--- src/rtl/permission_read_port.sv ---
// rtl/permission_read_port.sv - owner-checked read port in front of an external register bank
// Optional macro PERM_SUPERVISOR_EN: requester ID 0 bypasses the owner table.
module permission_read_port #(
    parameter int WIDTH  = 8,
    parameter int ADDR_W = 3,
    parameter int ID_W   = 2
) (
    input  logic              clk,
    input  logic              rst_n,
    input  logic              req_valid,
    output logic              req_ready,
    input  logic [ADDR_W-1:0] req_addr,
    input  logic [ID_W-1:0]   req_id,
    input  logic              own_we,
    input  logic [ADDR_W-1:0] own_addr,
    input  logic [ID_W-1:0]   own_id,
    output logic [ADDR_W-1:0] rd_addr,
    input  logic [WIDTH-1:0]  rd_data,
    output logic              rsp_valid,
    input  logic              rsp_ready,
    output logic [WIDTH-1:0]  rsp_data,
    output logic              rsp_fault,
    output logic [7:0]        fault_count
);

    localparam int DEPTH = 1 << ADDR_W;

    typedef enum logic [1:0] {
        S_IDLE  = 2'd0,
        S_CHECK = 2'd1,
        S_FETCH = 2'd2,
        S_RESP  = 2'd3
    } state_t;

    state_t            state;
    state_t            state_nx;
    logic [ADDR_W-1:0] lat_addr;
    logic [ID_W-1:0]   lat_id;
    logic [ID_W-1:0]   owner [DEPTH];
    logic [WIDTH-1:0]  rsp_data_r;
    logic              rsp_fault_r;
    logic              permit;

    // The bank only ever sees the latched address, so rd_addr never follows req_addr.
    assign rd_addr = lat_addr;

`ifdef PERM_SUPERVISOR_EN
    assign permit = (lat_id == '0) || (owner[lat_addr] == lat_id);
`else
    assign permit = (owner[lat_addr] == lat_id);
`endif

    always_ff @(posedge clk or negedge rst_n) begin
        if (!rst_n) begin
            state <= S_IDLE;
        end else begin
            state <= state_nx;
        end
    end

    always_comb begin
        state_nx  = state;
        req_ready = 1'b0;
        rsp_valid = 1'b0;
        case (state)
            S_IDLE: begin
                req_ready = 1'b1;
                if (req_valid) begin
                    state_nx = S_CHECK;
                end
            end
            S_CHECK: begin
                state_nx = permit ? S_FETCH : S_RESP;
            end
            S_FETCH: begin
                state_nx = S_RESP;
            end
            S_RESP: begin
                rsp_valid = 1'b1;
                if (rsp_ready) begin
                    state_nx = S_IDLE;
                end
            end
            default: begin
                state_nx = S_IDLE;
            end
        endcase
    end

    always_ff @(posedge clk or negedge rst_n) begin
        if (!rst_n) begin
            lat_addr    <= '0;
            lat_id      <= '0;
            rsp_data_r  <= '0;
            rsp_fault_r <= 1'b0;
            fault_count <= 8'd0;
        end else begin
            case (state)
                S_IDLE: begin
                    if (req_valid) begin
                        lat_addr <= req_addr;
                        lat_id   <= req_id;
                    end
                end
                S_CHECK: begin
                    if (!permit) begin
                        rsp_fault_r <= 1'b1;
                        rsp_data_r  <= '0;
                        if (fault_count != 8'hFF) begin
                            fault_count <= fault_count + 8'd1;
                        end
                    end
                end
                S_FETCH: begin
                    rsp_data_r  <= rd_data;
                    rsp_fault_r <= 1'b0;
                end
                S_RESP: begin
                    // Clear on handshake so the outputs read zero outside RESP.
                    if (rsp_ready) begin
                        rsp_data_r  <= '0;
                        rsp_fault_r <= 1'b0;
                    end
                end
                default: begin
                end
            endcase
        end
    end

    // Owner writes land at the edge that ends CHECK, so the check sees the old owner.
    always_ff @(posedge clk or negedge rst_n) begin
        if (!rst_n) begin
            for (int i = 0; i < DEPTH; i++) begin
                owner[i] <= '0;
            end
        end else if (own_we) begin
            owner[own_addr] <= own_id;
        end
    end

    assign rsp_data  = rsp_data_r;
    assign rsp_fault = rsp_fault_r;

endmodule

--- config.mk ---
export PLATFORM = sky130hd
export DESIGN_NAME = permission_read_port
export DESIGN_NICKNAME = d
export VERILOG_FILES = /design/src/rtl/permission_read_port.sv
export SDC_FILE = /design/constraint.sdc
export NUM_CORES = 1
export LEC_CHECK = 0
export CORE_MARGIN = 1
export CORE_UTILIZATION = 49
export CTS_CLUSTER_SIZE = 28
export DETAILED_ROUTE_END_ITERATION = 8
export PLACE_DENSITY = 0.79
export SLEW_MARGIN = 5
export SYNTH_ARGS = -nofsm -noshare
export SYNTH_HDL_FRONTEND = slang
export SYNTH_SLANG_ARGS = --single-unit
export TNS_END_PERCENT = 20
--- constraint.sdc ---
create_clock -name clk -period 2.81 [get_ports clk]
set_input_delay 0.562 -clock clk [delete_from_list [all_inputs] [get_ports clk]]
set_output_delay 0.562 -clock clk [all_outputs]
set_load 0.02 [all_outputs]
* Word level (Yosys, flattened, before mapping) *
Cells that the tools add are included.

operators by class
  $add $sub $neg = 1
  magnitude comparators = 3
  equal/unequal tests = 8
  multiplexer cells = 18
  bitwise logic cells = 3
  reduce and logical (&&, ||, !) cells = 7

operator list
  cell                                                                          count
  8-bit case mux with 3 select lines                                            1
  16-bit bitwise mux                                                            1
  8-bit two-way mux                                                             2
  2-bit two-way mux                                                             5
  8-bit by 1-bit adder with 8-bit output, second input constant                 1
  4-bit greater-or-equal comparator, second input constant                      2
  8-bit != test, second input constant                                          1
  3-bit NOT with 4-bit output                                                   2
  2-bit case mux with 4 select lines                                            1
  2-bit binary-select mux with 3-bit select                                     1
  2-bit demux with 3-bit select                                                 1
  2-bit != test, second input constant                                          3
  3-bit AND reduction                                                           2
  1-bit two-way mux                                                             5
  2-bit equality test, second input constant                                    2
  4-bit by 1-bit less-than comparator with 1-bit output, second input constant  1
  2-bit AND reduction                                                           2
  1-bit case mux with 3 select lines                                            1
  3-bit nonzero test                                                            1
  2-bit by 1-bit equality test with 1-bit output, second input constant         1
  2-bit equality test                                                           1
  2-bit zero test                                                               1
  1-bit logical AND                                                             1
  1-bit NOT                                                                     1

storage, ports and cells
  bits in registers = 40
  bits of input ports = 23
  output and inout port bits = 22
  logic and storage cells = 54

* Depth between registers and ports, before layout *
  depth after elaboration = 7
  depth in mapped cells = 7
  mapped depth without buffers = 7

* Worst setup path after synthesis *
No wires, ideal clock.

  path type = register to register
  start point = register lat_addr[0] (netlist: rd_addr[0])
  end point = register rsp_data_r[0] (netlist: rsp_data[0])
  setup time = 0.067 ns
  arrival time = 2.245 ns
  required time = 2.743 ns
  setup slack = 0.497 ns
  cell stages (with the launch flop) = 8
  path buffers = 1
  period minus slack after synthesis = 2.313 ns
  path through = dfrtp_1 buf_6 mux4_1 mux2i_1 xor2_1 and3_2 a211oi_2 a22o_1

on the way
  longest elaborated chain between the ends = 7

ends and longest elaborated chain
  what                                                  line  RTL
  start, declared                                       37    logic [ADDR_W-1:0] lat_addr;
  start signal, assigned                                101   lat_addr <= req_addr;
  3-bit NOT with 4-bit output (not written as such)     50    assign permit = (owner[lat_addr] == lat_id);
  2-bit binary-select mux with 3-bit select             50
  2-bit two-way mux (not written as such) (2 in a row)  50
  2-bit equality test                                   50
  2-bit != test (no line)                               --
  3-bit AND reduction (no line)                         --
  end signal, assigned                                  115   rsp_data_r <= rd_data;
  end, declared                                         40    logic [WIDTH-1:0] rsp_data_r;

No other way between the ends. The select of a mux whose other input is x is not followed.
A chain may end at the register's enable or synchronous reset.

* Worst setup path in the final report *
  start point = register lat_addr[0] (netlist: rd_addr[0])
  end point = register rsp_data_r[5] (netlist: rsp_data[5])

The elaborated chain is that of the path after synthesis.

==> impl_metrics.csv <==
group,metric,value,unit
power_and_ir_drop,p_leak,1.06,nW
final_layout,regArea,1000,µm²
yosys,synthAdderAreaFrac,0.0328,
detailed_routing,wl_per_cell,15.8,µm
worst_setup_path,worstPathMaxFanout,8,
final_layout,syn2layout_area_growth,30.3,%
power_and_ir_drop,clock_power_share,0.153,
timing,finalCriticalPeriod,2530,ps
placement,post-dp-hpwl,2910,µm
yosys,synth_compound_area_frac,0.0904,
clocking,clk_path_buf_depth,2,
power_and_ir_drop,power.switching,0.000995,W
clocking,cts-resized-gates,0,
global_routing,grt_pass1_vias,1432,
clocking,post_cts_buffers,0,
power_and_ir_drop,power_frac_comb,0.484,
final_layout,post-route-util,0.674,
final_layout,drive_above_1_share,0.187,
yosys,synth_edf_count,0,
timing,hold_viol_final,0,
floorplanning,core,3690,µm²
yosys,synth_cell_types,32,
power_and_ir_drop,power_frac_seq,0.363,
clocking,h-tree-depth,2,
power_and_ir_drop,power_density,1030,nW/µm²
detailed_routing,dr_total_vias,1339,
detailed_routing,ant_nets,0,
worst_setup_path,reg2reg_depth,6,
global_routing,gr-usage-all-layers,0.204,
clocking,cts_tree,"built",
power_and_ir_drop,p_sw_frac,0.388,
detailed_routing,drt-initial-drc-count,75,
floorplanning,num_rows,22,
worst_setup_path,cp.required,3030,ps
detailed_routing,drt_pre_antenna_iters,4,
outcome,outcome,"complete, no violations",
global_routing,antenna_found_initial,0,
yosys,syn-num-nets,175,
detailed_routing,drcViolationCount,0,
yosys,synth_flop_cell,"dfrtp_1",
clocking,postCtsHoldBufs,0,
timing,max_freq,0.395,GHz
floorplanning,die_y,64.4,µm
yosys,synth_top_area_frac,0.524,
yosys,synth_area_leader_cell,"dfrtp_1",
final_layout,multi_input_area,875,µm²
timing,worst_slew_pin_slew,883,ps
floorplanning,die_w,64.4,µm
clocking,cts.sinks,40,
worst_setup_path,cp-end-kind,"register",
yosys,synth_most_common_cell,"dfrtp_1",
floorplanning,dieArea,4150,µm²
timing,fin_crit_sh,0.901,
floorplanning,start_util,0.518,
timing,drv_slew,0,
placement,io_buffers,44,
detailed_routing,wirelength,3880,µm
run,cap_violations,0,
yosys,syn_area,1910,µm²
final_layout,nFillCells,271,
clocking,clk_latency,290,ps
yosys,synthArstFlopShare,1.00,
clocking,cts-root-buf,"clkbuf_8",
final_layout,antenna_cells,0,
timing,rsz0062_at_grt,"no",
yosys,ys_warn_count,0,
detailed_routing,vias_per_cell,5.44,
clocking,numCtsBuffers,5,
global_routing,grt_pass1_wl,6380,µm
yosys,ys_ff_latch,40,
yosys,synth.avg_cell_area,13.0,µm²
placement,place_congestion,0.795,
power_and_ir_drop,peakVddDrop,0.514,mV
final_layout,final_nets,225,
yosys,synth_xor_xnor_area_share,0.0367,
yosys,synth.yosys.seq_area_share,0.524,
timing,clock_skew,12.0,ps
clocking,cts.clk_slew.worst_paths,80,ps
global_routing,grt_max_degree,41,
timing,fin_tns_setup,0,ps
yosys,yosys.area_share.simple,0.115,
worst_setup_path,critPathArrivalTime,2760,ps
global_routing,grt-ovfl-total,0,
timing,whs,391,ps
yosys,synth_top_family_by_area,"multiplexers",
yosys,syn-instance-count,147,
worst_setup_path,crit_type,"reg2reg",
timing,setup_violations,0,
hold_path,hold_class,"in2async",
yosys,synthTopCellsByCount,"dfrtp_1 (40), mux2_2 (22), a22o_1 (8)",
yosys,synth_area_leaders,"dfrtp_1 (52%), mux2_2 (13%), a22o_1 (3.7%)",
floorplanning,io_pins,45,
power_and_ir_drop,p_int,0.00157,W
yosys,synthMuxAreaShare,0.183,
timing,slew_headroom,0.412,
worst_setup_path,worstSetupStartpointType,"register",
==> through the flow <==
stage               power [W]  setup WS [ps]  area, µm²  instances
floorplan             0.00176            497       1910        147
global placement      0.00212            427       2390        238
detailed placement    0.00218            292       2390        238
CTS                   0.00258            264       2490        246
global route          0.00272            125       2490        246
finish                0.00257            277       2490        246
==> placed cells by master (no fill, tap or decap) <==
cell,instances
nor2_1,4
a31o_2,1
dfrtp_1,40
nor2b_1,2
and3_1,2
clkdlybuf4s50_1,43
nand3b_1,1
and4_1,1
o21ai_4,1
clkbuf_1,1
inv_1,6
a22oi_1,1
mux2i_1,5
a22o_1,8
a2111oi_2,1
mux4_1,2
buf_2,1
nand2_1,7
nand4_1,3
clkbuf_8,6
nor3b_1,2
ha_1,5
a211oi_2,1
a31oi_2,1
nor3_1,2
mux2_2,22
nand4b_1,3
nand3_1,6
a21oi_1,3
and3_2,1
clkinvlp_4,1
xor2_1,2
nand2b_1,3
o21ai_0,3
xnor2_1,6
nand3_2,1
==> path summary, 6_finish.rpt <==
kind	startpoint	end	slack, ps
setup / recovery	rd_addr[0]$_DFFE_PN0P_	rsp_data[5]$_DFFE_PN0P_	280
hold / removal	rst_n	rsp_data[4]$_DFFE_PN0P_	390
min in group clk	fault_count[7]$_DFFE_PN0P_	fault_count[7]$_DFFE_PN0P_	500
max in group asynchronous	rst_n	state[0]$_DFFE_PN0P_	1860
setup reg to reg	rd_addr[0]$_DFFE_PN0P_	rsp_data[5]$_DFFE_PN0P_	280
hold reg to reg	fault_count[7]$_DFFE_PN0P_	fault_count[7]$_DFFE_PN0P_	500
==> registers in the layout, summed over array words and instances, names as in the netlist <==
| signal | flops |
|---|---|
| lat_id | 2 |
| rsp_fault | 1 |
| owner | 16 |
| state | 2 |
| rsp_data | 8 |
| rd_addr | 3 |
| fault_count | 8 |
==> cell type report <==
type                    count  area share
repair buffers             44       0.175
flip-flops and latches     40       0.402
inverters                   6     0.00905
clock inverters             1     0.00302
clock buffers               7      0.0347
multi-input cells         100       0.352
well taps                  48      0.0241
==> critical path, cell delays in order, from the launching register on <==
cell and delay, ps:
dfrtp_1 560, mux4_1 610, mux2i_1 180, xor2_1 150, and3_2 250, a211oi_2 500, a22o_1 220
==> logic make-up after synthesis <==
| family | count (synthesis) |
|---|---|
| flops | 40 |
| mux | 29 |
| buf+inv | 7 |
| simple gates | 38 |
| compound gates | 20 |
| xor+xnor | 8 |
| fa+ha+maj | 5 |
==> layer usage <==
layer / part of all wire / vias to the layer above / wire, µm / track usage
li1: - / 641 / - / -
met5: 0 / - / 0 / 0
met4: 0.0088 / 0 / 34 / 0.0556
met2: 0.52 / 30 / 2010 / 0.358
met3: 0.033 / 4 / 129 / 0.0563
met1: 0.44 / 664 / 1700 / 0.245
==> power by group through the flow <==
| stage | Combinational [W] | Clock, W | Sequential, W |
|---|---|---|---|
| 2_1_floorplan | 0.000750 | 0 | 0.00101 |
| 3_3_place_gp | 0.00119 | 0 | 0.000929 |
| 3_5_place_dp | 0.00124 | 0 | 0.000945 |
| 4_1_cts | 0.00125 | 0.000397 | 0.000933 |
| 5_1_grt | 0.00134 | 0.000423 | 0.000963 |
| 6_report | 0.00124 | 0.000392 | 0.000931 |
Note: power is estimated with default switching activity, not from simulation.
